## config.mk

```make
export PLATFORM = sky130hd
export DESIGN_NAME = quad_encoder_gen
export DESIGN_NICKNAME = d
export VERILOG_FILES = /design/src/rtl/quad_encoder_gen.sv
export SDC_FILE = /design/constraint.sdc
export NUM_CORES = 1
export LEC_CHECK = 0
export CAP_MARGIN = 30
export CELL_PAD_IN_SITES_DETAIL_PLACEMENT = 2
export CELL_PAD_IN_SITES_GLOBAL_PLACEMENT = 2
export CORE_ASPECT_RATIO = 1.1
export CORE_MARGIN = 8
export CORE_UTILIZATION = 33
export CTS_CLUSTER_SIZE = 24
export DETAILED_ROUTE_END_ITERATION = 7
export PLACE_DENSITY_LB_ADDON = 0.1
export RECOVER_POWER = 100
export SLEW_MARGIN = 30
export SYNTH_ARGS = -nofsm -noshare
export SYNTH_HDL_FRONTEND = slang
export SYNTH_SLANG_ARGS = --single-unit
```

## constraint.sdc

```tcl
create_clock -name clk -period 3.3 [get_ports clk]
set_clock_uncertainty 0.15 [all_clocks]
set_input_delay 0.66 -clock clk [delete_from_list [all_inputs] [get_ports clk]]
set_output_delay 0.66 -clock clk [all_outputs]
set_load 0.1 [all_outputs]
```

## src/rtl/quad_encoder_gen.sv

```systemverilog
// Quadrature encoder generator: turns step commands into Gray-coded A/B phases with a minimum dwell.
// Optional index output z is enabled by defining QUAD_INDEX_EN.
module quad_encoder_gen #(
  parameter int DWELL_W = 16,
  parameter int POS_W   = 16
) (
  input  logic               clk,
  input  logic               reset,
  input  logic               step_valid,
  input  logic               step_dir,
  output logic               step_ready,
  input  logic [DWELL_W-1:0] dwell,
  input  logic               pos_clr,
  output logic               a,
  output logic               b,
  output logic               busy,
  output logic [POS_W-1:0]   position,
  output logic               z
);

  typedef enum logic {IDLE, HOLD} state_t;

  state_t             state;
  state_t             state_nxt;
  logic [DWELL_W-1:0] cnt;
  logic [POS_W-1:0]   pos_nxt;
  logic               accept;

  assign accept = step_valid && step_ready;

  // NOTE: sequential state uses non-blocking assignments so every register samples pre-edge values.
  always_ff @(posedge clk or negedge reset) begin
    if (!reset) state <= IDLE;
    else        state <= state_nxt;
  end

  // NOTE: defaulting state_nxt first keeps this block free of inferred latches.
  always_comb begin
    state_nxt = state;
    case (state)
      IDLE:    if (accept) state_nxt = HOLD;
      HOLD:    if (!accept && cnt == '0) state_nxt = IDLE;
      default: state_nxt = IDLE;
    endcase
  end

  always_comb begin
    step_ready = (state == IDLE) || (state == HOLD && cnt == '0);
    busy       = (state == HOLD);
  end

  // Dwell counter holds the remaining cycles before the next step may be taken.
  always_ff @(posedge clk or negedge reset) begin
    if (!reset) begin
      cnt <= '0;
    end else if (accept) begin
      cnt <= (dwell == '0) ? '0 : dwell - DWELL_W'(1);
    end else if (state == HOLD && cnt != '0) begin
      cnt <= cnt - DWELL_W'(1);
    end
  end

  // Forward rotates 00->10->11->01; reverse runs the same ring backwards.
  always_ff @(posedge clk or negedge reset) begin
    if (!reset) begin
      a <= 1'b0;
      b <= 1'b0;
    end else if (accept) begin
      if (step_dir) begin
        a <= ~b;
        b <= a;
      end else begin
        a <= b;
        b <= ~a;
      end
    end
  end

  // Clear has priority over a coincident step for the position only.
  always_comb begin
    pos_nxt = position;
    if (pos_clr)     pos_nxt = '0;
    else if (accept) pos_nxt = step_dir ? position + POS_W'(1) : position - POS_W'(1);
  end

  always_ff @(posedge clk or negedge reset) begin
    if (!reset) position <= '0;
    else        position <= pos_nxt;
  end

`ifdef QUAD_INDEX_EN
  always_ff @(posedge clk or negedge reset) begin
    if (!reset) z <= 1'b1;
    else        z <= (pos_nxt == '0);
  end
`else
  assign z = 1'b0;
`endif

endmodule

```

After elaboration in Yosys (flattened, before gate mapping). Cells that the tools add are included.

Register bits: 35.

Add/sub/neg operators: 4. Mux-type cells: 11. Bitwise logic cells: 3. Reductions and logical operators: 11.

Operators with widths (number): 16-bit 2-to-1 mux (6); 16-bit by 1-bit subtractor with 16-bit output, second input constant (3); 16-bit zero test (2); 16-bit by 1-bit adder with 16-bit output, second input constant (1); 16-bit nonzero test (1); 1-bit logical AND (4); 1-bit 2-to-1 mux (4); 2-bit nonzero test (2); 1-bit inverter (3); 1-bit case mux with 2 select lines (1); 1-bit zero test (1); 1-bit logical OR (1).

Logic depth before layout (Yosys ltp). Gate-level depths: netlist of run 1.

Depth after elaboration: 8. Mapped depth: 9. Depth with buffers taken out: 9.

Least setup slack after synthesis of run 1. No wires, ideal clock.

Path kind: register to output. From: reg cnt[0]. To: out step_ready. Arrival: 2269 ps. Data required time: 2490 ps. Setup slack: 221 ps. Cell stages (with the launch flop): 7. Cells stage by stage: dfrtp_1 -> inv_1 -> ha_1 -> or4b_2 -> o41a_4 -> inv_2 -> buf_2.

Word-level cells in the longest chain between the ends: 3.

Ends and longest elaborated chain: start: declaration (line 25) `logic [DWELL_W-1:0] cnt;`; start signal: assignment (line 57) `cnt <= (dwell == '0) ? '0 : dwell - DWELL_W'(1);`; start signal: assignment (line 59) `cnt <= cnt - DWELL_W'(1);`; 16-bit zero test (line 48) `step_ready = (state == IDLE) || (state == HOLD && cnt == '0);`; 1-bit logical AND (line 48); 1-bit logical OR (line 48); end: declaration (line 11) `output logic step_ready,`.

No other way between the ends.

Final worst setup path of run 1. Same ends and word-level chain as after synthesis.

==> metrics.md, run 1 <==
| Metric | Value |
|---|---|
| Critical R2R Launch | cnt[0] |
| Synthesized Nets | around 360 |
| Final GP Congestion | about 0.82 |
| Worst Hold End | cnt[15] |
| WP data arrival | about 2400 ps |
| Setup violators final | 0 |
| Largest net degree at the start of global routing | 36 |
| WL final | roughly 9700 um |
| IO Count | 42 |
| Power Total | ~1.3 mW |
| Pre-antenna DRT Iters | 4 |
| Violated checks | max-capacitance violations, max-slew violations |
| Total GRT Usage | 0.177 |
| Synth Instances | 318 |
| Worst setup path category | flip-flop to output port |
| FF+latch count, synth | 35 |
| Routed via count | 2846 |
| Fmax | 310 MHz |
| Cell variety after synth | 58 |
| Max Fanout on Critical Path | 7 |
| Worst R2R Path Depth | 10 |
| Die H | between 100 and 150 um |
| Max Cap Violations | 1 |
| Final Hold Viols | 0 |
| Top_reg_cell synth | dfrtp_1 |
| Slew @ Worst Pin | 2160 ps |
| CTS Hold Bufs | 0 |
| P_leak | ~1.6 nW |
| Post-placement setup slack | -119 ps |
| Final Max Slew Viols | 36 |
| Number of enable flip-flop cells after synthesis | 0 |
| Top cells by count, synth | dfrtp_1 (35), a21oi_1 (34), nand2_1 (34) |
| Synth area leaders | dfrtp_1 (32%), ha_1 (7.3%), a21oi_1 (6.2%) |
| CTS Sinks | 35 |
| Port bufs | 40 |
| CTS Root Cell | clkbuf_8 |
| CP required | about 2500 ps |
| Clk Latency, worst-skew pair | 290 ps |
| Worst vdd ir | 0.166 mV |
| Fillers | approximately 920 |
| Initial antenna violation count | 0 |
| PD cells | roughly 370 nW/um2 |
| Antenna diode count | 0 |
| CP endpoint kind | output port |
| Antenna-violating nets left | 0 |
| Relative slew slack | -0.440 |
| Synth top area share | 0.321 |
| Top routing layer used | met4 |
| DR WL met3 | 226 um |
| Routed len/inst | between 15 and 20 um |
| Nets | around 440 |
| Register area share after synthesis | 0.321 |
| Worst hold start | cnt[15] |
| Clk buf depth | 2 |
| Most common cell in the netlist | dfrtp_1 |
| TritonCTS buffer count | 5 |
| Crit path time final | 3230 ps |
| DRT iter0 DRCs | 60 |
| Die area | about 11000 um2 |
| Launch point of the worst path | cnt[0] |
| Synth warnings | 0 |
| R2R Path End | cnt[3] |
| Status | complete, but fails checks |
| Area leader, netlist | dfrtp_1 |
| Gr ovfl total | 0 |
| Setup ws final | around 74 ps |
| Share of layout cells above drive strength 1 | 0.152 |
| Fin Setup TNS | 0 ps |
| FFs w/ async S/R, synth | 1.00 |
| CTS tree | done |
| Min-delay worst type | flip-flop to flip-flop |
| RSZ-0062 raised after global routing | no |
| DR WL met2 | 5410 um |
| Chip width | ~100 um |
| First-pass GRT wire length | between 15000 and 20000 um |
| Post-Syn Area | around 2700 um2 |
| Core ar. | 7960 um2 |
| Vias in the first global route | 3315 |
| Clock slew at reported path FFs | ~80 ps |
| Area growth from synthesis to layout | 30.0% |
| Vias per inst | ~5.6 |
| Final period utilization | 0.978 |
| Met1 WL | 3830 um |
| Post-DP HPWL | 7640 um |
| Synth Area per Inst | 8.57 um2 |
| Hold path depth | 1 |
| CP Launch Type | flip-flop |
| Placement row count | 34 |
| DR DRC count | 0 |
| H-tree Lvls | 2 |
| Setup slack, reg-to-reg | around 80 ps |
| Starting Density | 0.343 |
cell families after synthesis:
| group | Yosys count | synth area share |
|---|---|---|
| xor+xnor | 19 | 0.0611 |
| other cells | 1 | 0.00138 |
| fa+ha+maj | 17 | 0.0808 |
| buf+inv | 20 | 0.0298 |
| simple gates | 118 | 0.237 |
| compound gates | 103 | 0.249 |
| flops | 35 | 0.321 |
| mux | 5 | 0.0193 |
worst max-delay path: stages, from the launching register on:
cell     delay [ps]
dfrtp_2         450
inv_1            70
ha_2            200
or4b_2          600
o41a_4          500
inv_4           120
buf_12          180
cell type report:
cell class,instances,area (um2),area share
Clock buffer,6,82.6,0.0233
Clock inverter,1,5.00,0.00141
Inverter,11,43.8,0.0124
Multi-Input combinational cell,263,1760,0.498
Sequential cell,35,877,0.248
Tap cell,108,135,0.0381
Timing Repair Buffer,85,634,0.179
state kept, by name, summed over array words and instances, names as in the netlist:
signal	count
cnt	16
position	16
a	1
b	1
busy	1
cells in the final DEF (no fill, tap or decap), types with 7 or more instances in the layout:
master,instances
dfrtp_1,34
o21ai_0,18
a21oi_1,34
or4_1,7
clkdlybuf4s50_1,18
clkbuf_1,23
nand2_1,35
a21o_1,10
nand3_1,8
xnor2_1,13
inv_1,9
ha_1,15
nor3_1,10
nor4_1,7
buf_4,39
nor2_1,20
repair_timing:
| action | 4_1_cts | 5_1_grt |
|---|---|---|
| endpoints found under the hold margin | 0 | 0 |
| pin swaps | 0 | 1 |
| setup buffers | 0 | 3 |
| endpoints found under the setup margin | 1 | 1 |
| resized for setup | 1 | 2 |
metal layers:
metal | GRT usage | up-vias
met5 | 0 | -
met4 | 0.0676 | 0
met1 | 0.183 | 1414
met2 | 0.343 | 50
li1 | - | 1364
met3 | 0.0220 | 18
stage by stage:
step	hold WS [ps]	instances	area, um2	utilization
6_report	343	509	3540	0.445
5_1_grt	388	509	3540	0.445
4_1_cts	350	506	3610	0.454
3_5_place_dp	340	499	3520	0.442
3_3_place_gp	335	499	3520	0.442
2_1_floorplan	214	318	2730	-
worst max-delay path by stage:
stage	to	slack, ps
2_1_floorplan	step_ready	220
3_3_place_gp	cnt[12]	-30
3_5_place_dp	cnt[12]	-120
4_1_cts	step_ready	50
5_1_grt	cnt[9]	7
6_report	step_ready	70
where the power goes:
part / leakage (nW) / internal, mW / switching [mW]
Clock: 0.0470 / 0.164 / 0.162
Sequential: 0.444 / 0.507 / 0.108
Combinational: 1.07 / 0.171 / 0.208
Total: 1.56 / 0.842 / 0.478
(Power assumes the default switching activity.)
==> inputs of run 2 (changes only) <==
--- a/config.mk
+++ b/config.mk
@@ -15,6 +15,7 @@
 export DETAILED_ROUTE_END_ITERATION = 7
 export PLACE_DENSITY_LB_ADDON = 0.1
 export RECOVER_POWER = 100
+export SKIP_LAST_GASP = 1
 export SLEW_MARGIN = 30
 export SYNTH_ARGS = -nofsm -noshare
 export SYNTH_HDL_FRONTEND = slang
==> results of run 2 <==
No change in the layout: final DEF, timing and power equal those of run 1.
